--- config.mk ---
export PLATFORM = sky130hd
export DESIGN_NAME = unidade_controle
export DESIGN_NICKNAME = d
export VERILOG_FILES = /design/src/rtl/uc_pkg.sv /design/src/rtl/uc_decodificador.sv /design/src/rtl/unidade_controle.sv
export SDC_FILE = /design/constraint.sdc
export NUM_CORES = 1
export LEC_CHECK = 0
export CORE_ASPECT_RATIO = 0.9
export CORE_MARGIN = 2
export CORE_UTILIZATION = 44
export CTS_BUF_LIST = sky130_fd_sc_hd__clkbuf_4
export DETAILED_ROUTE_END_ITERATION = 8
export GPL_ROUTABILITY_DRIVEN = 0
export PLACE_DENSITY_LB_ADDON = 0.3
export RECOVER_POWER = 25
export SLEW_MARGIN = 25
export SYNTH_ARGS = -nofsm -noshare
export SYNTH_HDL_FRONTEND = slang
export SYNTH_SLANG_ARGS = --single-unit
--- constraint.sdc ---
create_clock -name clk -period 2.4 [get_ports clk]
set_input_delay 0.48 -clock clk [delete_from_list [all_inputs] [get_ports clk]]
set_output_delay 0.48 -clock clk [all_outputs]
set_load 0.01 [all_outputs]
--- src/rtl/uc_pkg.sv ---
// Shared constants for the unidade_controle control unit: instruction field
// widths, opcodes, the pass-A ALU code, FSM state encoding and the decoded
// instruction record. Optional branch support is selected by UC_DESVIO_EN.
package uc_pkg;

  localparam int INSTR_W = 16;
  localparam int OPC_W   = 4;
  localparam int REG_W   = 4;
  localparam int IMM_W   = 8;
  localparam int PC_W    = 16;

  localparam logic [OPC_W-1:0] OPC_ADD  = 4'h0;
  localparam logic [OPC_W-1:0] OPC_SUB  = 4'h1;
  localparam logic [OPC_W-1:0] OPC_AND  = 4'h2;
  localparam logic [OPC_W-1:0] OPC_OR   = 4'h3;
  localparam logic [OPC_W-1:0] OPC_XOR  = 4'h4;
  localparam logic [OPC_W-1:0] OPC_SHL  = 4'h5;
  localparam logic [OPC_W-1:0] OPC_SHR  = 4'h6;
  localparam logic [OPC_W-1:0] OPC_ADDI = 4'h7;
  localparam logic [OPC_W-1:0] OPC_LI   = 4'h8;
  localparam logic [OPC_W-1:0] OPC_JMP  = 4'h9;
  localparam logic [OPC_W-1:0] OPC_BEQZ = 4'hA;
  localparam logic [OPC_W-1:0] OPC_HALT = 4'hF;

  // ALU code that forwards operand A unchanged (shared by LI and BEQZ)
  localparam logic [OPC_W-1:0] OP_PASS_A = 4'h8;

  localparam logic [2:0] ST_BUSCA      = 3'd0;
  localparam logic [2:0] ST_DECODIFICA = 3'd1;
  localparam logic [2:0] ST_EXECUTA    = 3'd2;
  localparam logic [2:0] ST_ESCRITA    = 3'd3;
  localparam logic [2:0] ST_PARADO     = 3'd4;

  typedef struct packed {
    logic [REG_W-1:0] rc;
    logic [REG_W-1:0] ra;
    logic [REG_W-1:0] rb;
    logic [PC_W-1:0]  imediato;
    logic             flag_imm;
    logic             ula_en;
    logic [OPC_W-1:0] op_ula;
    logic             escreve;
    logic             halt;
`ifdef UC_DESVIO_EN
    logic             salto;
    logic             desvio_cond;
`endif
  } dec_t;

  function automatic logic [PC_W-1:0] sext_imm(input logic [IMM_W-1:0] imm);
    return {{(PC_W-IMM_W){imm[IMM_W-1]}}, imm};
  endfunction

endpackage

--- src/rtl/uc_decodificador.sv ---
// Combinational field split and opcode decode for unidade_controle.
// With UC_DESVIO_EN undefined, JMP and BEQZ decode as NOP.
module uc_decodificador
  import uc_pkg::*;
(
  input  logic [INSTR_W-1:0] instr,
  output dec_t               dec
);

  logic [OPC_W-1:0] opcode;
  assign opcode = instr[15:12];

  // Split fields and derive the per-opcode control bits
  always_comb begin
    dec          = '0;
    dec.rc       = instr[11:8];
    dec.ra       = instr[7:4];
    dec.rb       = instr[3:0];
    dec.imediato = sext_imm(instr[7:0]);
    case (opcode)
      OPC_ADD, OPC_SUB, OPC_AND, OPC_OR, OPC_XOR, OPC_SHL, OPC_SHR: begin
        dec.ula_en  = 1'b1;
        dec.op_ula  = opcode;
        dec.escreve = 1'b1;
      end
      OPC_ADDI: begin
        dec.ula_en   = 1'b1;
        dec.op_ula   = opcode;
        dec.escreve  = 1'b1;
        dec.flag_imm = 1'b1;
      end
      OPC_LI: begin
        dec.ula_en   = 1'b1;
        dec.op_ula   = OP_PASS_A;
        dec.escreve  = 1'b1;
        dec.flag_imm = 1'b1;
      end
`ifdef UC_DESVIO_EN
      OPC_JMP: begin
        dec.salto = 1'b1;
      end
      OPC_BEQZ: begin
        dec.op_ula      = OP_PASS_A;
        dec.desvio_cond = 1'b1;
      end
`endif
      OPC_HALT: begin
        dec.halt = 1'b1;
      end
      default: begin
        dec.ula_en = 1'b0;
      end
    endcase
  end

endmodule

--- src/rtl/unidade_controle.sv ---
// unidade_controle: four-state fetch/decode/execute/write control unit with
// program counter and a terminal PARADO state entered by HALT.
// Build option: define UC_DESVIO_EN to enable JMP/BEQZ and the branch adder.
module unidade_controle
  import uc_pkg::*;
(
  input  logic               clk,
  input  logic               rst_n,
  input  logic [INSTR_W-1:0] instr,
  input  logic               instr_valido,
  output logic               instr_aceita,
  output logic [PC_W-1:0]    pc,
  input  logic               ula_zero,
  output logic [REG_W-1:0]   regA,
  output logic [REG_W-1:0]   regB,
  output logic [REG_W-1:0]   regC,
  output logic               RW,
  output logic [PC_W-1:0]    imediato,
  output logic               flagImediato,
  output logic [OPC_W-1:0]   op_ula,
  output logic               ula_en,
  output logic               parado
);

  logic [2:0]         state_q, state_d;
  logic [PC_W-1:0]    pc_q, pc_d;
  logic [INSTR_W-1:0] instr_q, instr_d;
  dec_t               dec;

  uc_decodificador u_dec (
    .instr (instr_q),
    .dec   (dec)
  );

`ifdef UC_DESVIO_EN
  logic [PC_W-1:0] pc_desvio;
  logic            toma_desvio;
  assign pc_desvio   = pc_q + dec.imediato;
  assign toma_desvio = dec.salto | (dec.desvio_cond & ula_zero);
`else
  logic unused_ula_zero;
  assign unused_ula_zero = ula_zero;
`endif

  // Next-state, program counter and instruction latch
  always_comb begin
    state_d = state_q;
    pc_d    = pc_q;
    instr_d = instr_q;
    case (state_q)
      ST_BUSCA: begin
        if (instr_valido) begin
          instr_d = instr;
          pc_d    = pc_q + 16'd1;
          state_d = ST_DECODIFICA;
        end
      end
      ST_DECODIFICA: state_d = ST_EXECUTA;
      ST_EXECUTA: begin
`ifdef UC_DESVIO_EN
        if (toma_desvio) pc_d = pc_desvio;
`endif
        state_d = dec.halt ? ST_PARADO : ST_ESCRITA;
      end
      ST_ESCRITA: state_d = ST_BUSCA;
      ST_PARADO:  state_d = ST_PARADO;
      default:    state_d = ST_BUSCA;
    endcase
  end

  // State registers with asynchronous active-low clear
  always_ff @(posedge clk or negedge rst_n) begin
    if (!rst_n) begin
      state_q <= ST_BUSCA;
      pc_q    <= '0;
      instr_q <= '0;
    end else begin
      state_q <= state_d;
      pc_q    <= pc_d;
      instr_q <= instr_d;
    end
  end

  // Outputs decoded from the current state and the latched instruction
  always_comb begin
    instr_aceita = rst_n & (state_q == ST_BUSCA) & instr_valido;
    pc           = pc_q;
    regA         = '0;
    regB         = '0;
    regC         = '0;
    RW           = 1'b0;
    imediato     = '0;
    flagImediato = 1'b0;
    op_ula       = '0;
    ula_en       = 1'b0;
    parado       = (state_q == ST_PARADO);
    if (state_q == ST_DECODIFICA || state_q == ST_EXECUTA) begin
      regA         = dec.ra;
      regB         = dec.rb;
      imediato     = dec.imediato;
      flagImediato = dec.flag_imm;
    end
    if (state_q == ST_EXECUTA) begin
      op_ula = dec.op_ula;
      ula_en = dec.ula_en;
    end
    if (state_q == ST_ESCRITA && dec.escreve) begin
      regC = dec.rc;
      // r0 is hard-wired, so a write addressed to it is suppressed
      RW   = (dec.rc != '0);
    end
  end

endmodule

==> results of run 1 <==
cells in the mapped netlist:
library cell / number / share of area
nor3_4: 2 / 0.019
o41a_1: 1 / 0.0064
nand2b_1: 3 / 0.011
or4b_4: 1 / 0.0078
o21bai_1: 1 / 0.0043
dfrtp_1: 35 / 0.50
and3_1: 1 / 0.0036
buf_4: 17 / 0.073
nor3_1: 3 / 0.0085
ha_1: 1 / 0.0071
nor4b_1: 1 / 0.0050
nand2_1: 61 / 0.13
and2_1: 18 / 0.064
mux2i_1: 1 / 0.0057
nor2b_1: 1 / 0.0036
nor2_1: 4 / 0.0085
o21ai_0: 1 / 0.0028
nor3b_1: 1 / 0.0043
buf_6: 1 / 0.0064
nand3_1: 6 / 0.017
and4_1: 2 / 0.010
xor2_1: 1 / 0.0050
nand4_1: 5 / 0.018
xnor2_1: 14 / 0.070
clkbuf_1: 3 / 0.0064
a21oi_1: 2 / 0.0057
metal layers:
layer | wire length, µm | share of wire
met2 | 1800 | 0.45
met3 | 334 | 0.083
met5 | 0 | 0
met1 | 1826 | 0.45
met4 | 66 | 0.016
path summary, 6_finish.rpt:
kind	cells past startpoint	to	slack, ns	startpoint
worst max-delay path	4	parado	0.10	state_q[1]$_DFFE_PN0P_
worst min-delay path	2	instr_q[2]$_DFFE_PN0P_	0.48	instr_q[2]$_DFFE_PN0P_
worst max register to register	5	pc[15]$_DFFE_PN0P_	0.51	state_q[0]$_DFFE_PN0P_
worst min register to register	2	instr_q[2]$_DFFE_PN0P_	0.48	instr_q[2]$_DFFE_PN0P_
max in group asynchronous	2	pc[8]$_DFFE_PN0P_	0.60	rst_n
min in group asynchronous	2	pc[13]$_DFFE_PN0P_	0.75	rst_n
area by class of cell:
type | instances | area (µm²)
multi-input cells | 131 | 765.7
well taps | 46 | 57.56
clock inverters | 3 | 38.79
flip-flops and latches | 35 | 875.8
clock buffers | 5 | 37.54
repair buffers | 85 | 809.5
fillers | 330 | 1199
registers in the layout, indices dropped and copies added, names as in the netlist:
| signal | flops |
|---|---|
| pc | 16 |
| instr_q | 16 |
| state_q | 3 |
logic make-up after synthesis:
kind of cell	share of synthesized area
muxes	0.005694
adders and majority gates	0.007116
xor gates and xnor gates	0.07474
and+or+nand+nor	0.3096
buffers and inverters	0.08541
DFF	0.4982
AOI/OAI and AO/OA	0.01922
timing repair:
| action | 4_1_cts | 5_1_grt |
|---|---|---|
| endpoints found under the setup margin | 34 | 23 |
| resized for setup | 28 | 15 |
| buffers inserted | 3 | 1 |
| pin swaps | 1 | 1 |
worst reg2reg max path, delay by kind of cell (launching register included):
family,cells,cell delay [ns]
buffers and inverters,1,0.17
flip-flops,1,0.41
AND/OR/NAND/NOR,3,1.05
XOR/XNOR,1,0.14
where the power goes:
part	switching (mW)	internal, mW	leakage, nW
clock	0.205	0.214	0.0426
combinational	0.671	0.723	0.967
sequential	0.165	0.778	0.451
==> summary.md, run 1 <==
| Metric | Value |
|---|---|
| Synth Area per Inst | 9.401 µm² |
| Critical Path RT | 1.92 ns |
| Diode count | 0 |
| Syn Inst Count | 187 |
| Failing checks | capacitance limit, slew limit |
| Fin crit share | 0.9578 |
| Commonest non-fill, non-tap cell in the layout | nand2_1 |
| Max-cap violations | 1 |
| Power Total | 2.756 mW |
| CTS tree | yes |
| CP Capture Type | output port |
| Grt met2 use | 0.2983 |
| Total track usage | 0.1943 |
| Initial Utilization | 0.4646 |
| Max VDD drop | 0.5432 mV |
| Post-route cell area | 2585 µm² |
| Post-Route WL | 4.028 mm |
| Cell count after placement | 293 |
| Most frequent cells in the layout | nand2_1 (61), dfrtp_1 (35), clkdlybuf4s50_1 (34) |
| Number of port buffers | 71 |
| Busiest grt layer | met2 |
| Pre-CTS setup slack | 0.01749 ns |
| Fin. max-slew vios | 36 |
| H-tree Lvls | 2 |
| Yosys warns | 0 |
| HP Class | reg2reg |
| DP Area | 2452 µm² |
| # hold bufs at CTS | 0 |
| CP top delay family | buffers and inverters |
| Mapped Area | 1758 µm² |
| GRT met3 Usage | 0.07413 |
| Vias in the first global route | 1472 |
| Pwr per Cell Area | 1066 nW/µm² |
| Unique cell type count in the Yosys netlist | 26 |
| Routed WL per cell | 13.21 µm |
| DIE AREA | 4518 µm² |
| DRT Pass-1 Iters | 4 |
| # IOs | 73 |
| Top cell by count, worst path | buf_4 |
| Critical path arrival | 1.82 ns |
| Syn nets | 208 |
| Rows | 21 |
| Register area share after synthesis | 0.4982 |
| Worst-case clock skew | 0.006459 ns |
| Root buffer cell | clkbuf_4 |
| Post-route ant nets | 0 |
| Slowest CP cell | clkdlybuf4s50_1 |
| Crit path buf inv count | 3 |
| RSZ-0062 raised after global routing | no |
| Worst-margin pin slew | 1.822 ns |
| Crit path launch type | flip-flop |
| Maximum buffer depth of the clock tree | 2 |
| Worst-path cell chain | buf_4 -> buf_4 -> nor3b_2 -> clkdlybuf4s50_1 |
| Clk sinks | 35 |
| Worst hold slack | 0.4793 ns |
| WS Path Type | reg2out |
| Final setup vio count | 0 |
| Total grt overflow | 0 |
| Leakage | 1.460 nW |
| DR iter-0 viols | 70 |
| Max-slew headroom | -0.2148 |
| Crit path largest cell delay | 0.58 ns |
| Count of final hold-check violations | 0 |
| First-pass GRT wire length | 6.837 mm |
| Met1 Track Usage GR | 0.2495 |
| CTS clk-pin slew, worst paths | 0.11 ns |
| Period minus WS final | 2.299 ns |
| Chip Width | 70.63 µm |
| Final core occ | 0.6832 |
| Finished Layout Cells | 305 |
| FMAX | 435.0 MHz |
| Setup TNS | 0 ns |
| DP Wirelength | 2.791 mm |
| Vias | 1450 |
| Core region area | 3784 µm² |
| Share of layout cells above drive strength 1 | 0.1120 |
| Fin worst setup slack | 0.1012 ns |
| Largest net degree at the start of global routing | 36 |
| Initial antenna violation count | 0 |
| Crit-path max FO | 3 |
| Synthesis-stage register bit count | 35 |
| Clock latency reported for the late side of the worst-skew pair | 0.35 ns |
| Num CTS Buffers | 5 |
| Vias per inst | 4.754 |
| Status | finished, violations left |
| Die extent in y | 63.97 µm |
| Layout area overhead | 47.05% |
| DRC errors left | 0 |
| Nets | 279 |
No activity file was read; power rests on OpenSTA's default activity.
==> inputs of run 2 (changes only) <==
--- a/config.mk
+++ b/config.mk
@@ -12,7 +12,7 @@
 export DETAILED_ROUTE_END_ITERATION = 8
 export GPL_ROUTABILITY_DRIVEN = 0
 export PLACE_DENSITY_LB_ADDON = 0.3
-export RECOVER_POWER = 25
+export RECOVER_POWER = 50
 export SLEW_MARGIN = 25
 export SYNTH_ARGS = -nofsm -noshare
 export SYNTH_HDL_FRONTEND = slang
==> run 2 against run 1 <==
Via count is 0.21% higher; the flow still finishes with violations (capacitance limit, slew limit); first-iteration DRC count is 17% higher; highest routed layer unchanged; die area stayed put; power is 1.4% lower; clock skew hardly changed; combinational power hardly changed; wire length is 0.17% lower; worst setup slack hardly changed; flip-flop and latch count stayed put.
==> summary.md, run 2 (synthesized netlist as in run 1, its figures left out) <==
| Metric | Value |
|---|---|
| Critical path arrival | 1.82 ns (about the same) |
| DIE AREA | 4518 µm² (unchanged) |
| Largest net degree at the start of global routing | 36 (unchanged) |
| Vias in the first global route | 1472 (unchanged) |
| Post-route ant nets | 0 (unchanged) |
| Worst-margin pin slew | 1.816 ns (-0.005921 ns) |
| First-pass GRT wire length | 6.837 mm (unchanged) |
| CP Capture Type | output port |
| Status | finished, violations left |
| Clock latency reported for the late side of the worst-skew pair | 0.35 ns (about the same) |
| DP Wirelength | 2.791 mm (unchanged) |
| DP Area | 2452 µm² (unchanged) |
| Number of port buffers | 71 (unchanged) |
| Vias | 1453 (+0.21%) |
| Final setup vio count | 0 (unchanged) |
| Nets | 279 (unchanged) |
| Max-cap violations | 1 (unchanged) |
| Reg-to-reg slack, setup | 0.18 ns (-0.33 ns) |
| Max VDD drop | 0.5413 mV (-0.36%) |
| Final core occ | 0.6756 (-0.007606) |
| Pwr per Cell Area | 1063 nW/µm² (-0.28%) |
| Crit-path max FO | 3 (unchanged) |
| Pre-CTS setup slack | 0.01749 ns (unchanged) |
| Maximum buffer depth of the clock tree | 2 (unchanged) |
| # hold bufs at CTS | 0 (unchanged) |
| Chip Width | 70.63 µm (unchanged) |
| Failing checks | capacitance limit, slew limit |
| # IOs | 73 (unchanged) |
| Diode count | 0 (unchanged) |
| Max-slew headroom | -0.2109 (+0.003947) |
| Core region area | 3784 µm² (unchanged) |
| Post-route cell area | 2556 µm² (-1.1%) |
| WS Path Type | reg2out |
| Die extent in y | 63.97 µm (unchanged) |
| Share of layout cells above drive strength 1 | 0.09653 (-0.01544) |
| Rows | 21 (unchanged) |
| RSZ-0062 raised after global routing | no |
| Total grt overflow | 0 (unchanged) |
| Initial Utilization | 0.4646 (unchanged) |
| Leakage | 1.449 nW (-0.77%) |
| Switching pwr | 1.031 mW (-0.95%) |
| CTS tree | yes |
| DRT Pass-1 Iters | 4 (unchanged) |
| Fin crit share | 0.9577 (about the same) |
| HP Class | reg2reg |
| Fin worst setup slack | 0.1015 ns (+0.0002960 ns) |
| Critical Path RT | 1.92 ns (about the same) |
| Count of final hold-check violations | 0 (unchanged) |
| H-tree Lvls | 2 (unchanged) |
| Clk sinks | 35 (unchanged) |
| Routed WL per cell | 13.18 µm (-0.17%) |
| Post-Route WL | 4.021 mm (-0.17%) |
| Seq pwr share | 0.347 (+0.005) |
| Sw Ratio | 0.3794 (+0.001691) |
| Pint | 1.687 mW (-1.7%) |
| Worst-case clock skew | 0.006339 ns (-0.0001203 ns) |
| Layout area overhead | 45.41% |
| Power share of the clock group | 0.154 (+0.002) |
| Period minus WS final | 2.298 ns (-0.0002960 ns) |
| CTS clk-pin slew, worst paths | 0.11 ns (about the same) |
| Initial antenna violation count | 0 (unchanged) |
| DRC errors left | 0 (unchanged) |
| Most frequent cells in the layout | nand2_1 (61), dfrtp_1 (35), clkdlybuf4s50_1 (32) |
| Root buffer cell | clkbuf_4 |
| Crit path launch type | flip-flop |
| Fin. max-slew vios | 36 (unchanged) |
| Vias per inst | 4.764 (+0.21%) |
| Comb power frac | 0.499 (-0.007) |
| Total track usage | 0.1943 (unchanged) |
| Commonest non-fill, non-tap cell in the layout | nand2_1 |
| FMAX | 435.1 MHz (about the same) |
| Num CTS Buffers | 5 (unchanged) |
| DR iter-0 viols | 82 (+17%) |
| Setup TNS | 0 ns (unchanged) |
-- run 2: stage by stage --
step	total power [mW]	std cells	hold WS (ns)
after floorplan	1.752	187	0.1844
after global placement	2.346	293	0.4489
after detailed placement	2.391	293	0.4558
after CTS	2.780	304	0.1801
after global routing	2.917	305	0.5008
final	2.718	305	0.4792
-- run 2: path summary, 6_finish.rpt --
kind | to | from | cells after the start
max in group asynchronous | pc[8]$_DFFE_PN0P_ | rst_n | 2
worst min-delay path | instr_q[2]$_DFFE_PN0P_ | instr_q[2]$_DFFE_PN0P_ | 2
worst max-delay path | parado | state_q[1]$_DFFE_PN0P_ | 4
worst max register to register | pc[4]$_DFFE_PN0P_ | state_q[0]$_DFFE_PN0P_ | 5
worst min register to register | instr_q[2]$_DFFE_PN0P_ | instr_q[2]$_DFFE_PN0P_ | 2
min in group asynchronous | pc[13]$_DFFE_PN0P_ | rst_n | 2
-- run 2: worst max-delay path, stage by stage (launching register included) --
cell and delay [ns]:
dfrtp_1 0.42, buf_4 0.15, buf_4 0.13, nor3b_2 0.19, clkdlybuf4s50_1 0.58
-- run 2: repair_timing --
item                       CTS  global route
setup endpoints to repair   34            23
resized for setup           28            15
hold endpoints to repair     0             0
pin swaps                    1             1
buffers inserted             3             1
-- run 2: metal layers --
metal  share of wire  routed length [µm]  vias to the layer above  track usage
met2            0.45                1804                       59       0.2983
met4           0.016                  66                        0      0.07547
li1                -                   -                      730            -
met5               0                   0                        -            0
met3           0.086                 345                        5      0.07413
met1            0.45                1805                      659       0.2495
-- run 2: power by group through the flow --
stage	Sequential, mW	Clock, mW	Combinational (mW)
6_report	0.943	0.419	1.36
3_5_place_dp	0.953	0	1.44
4_1_cts	0.941	0.429	1.41
3_3_place_gp	0.941	0	1.41
5_1_grt	0.969	0.453	1.49
2_1_floorplan	0.938	0	0.813
-- run 2: layout make-up --
class	count	area, µm²
clock inverters	3	38.79
clock buffers	5	37.54
well taps	46	57.56
flip-flops and latches	35	875.8
repair buffers	85	795.8
multi-input cells	131	750.7
fillers	338	1227
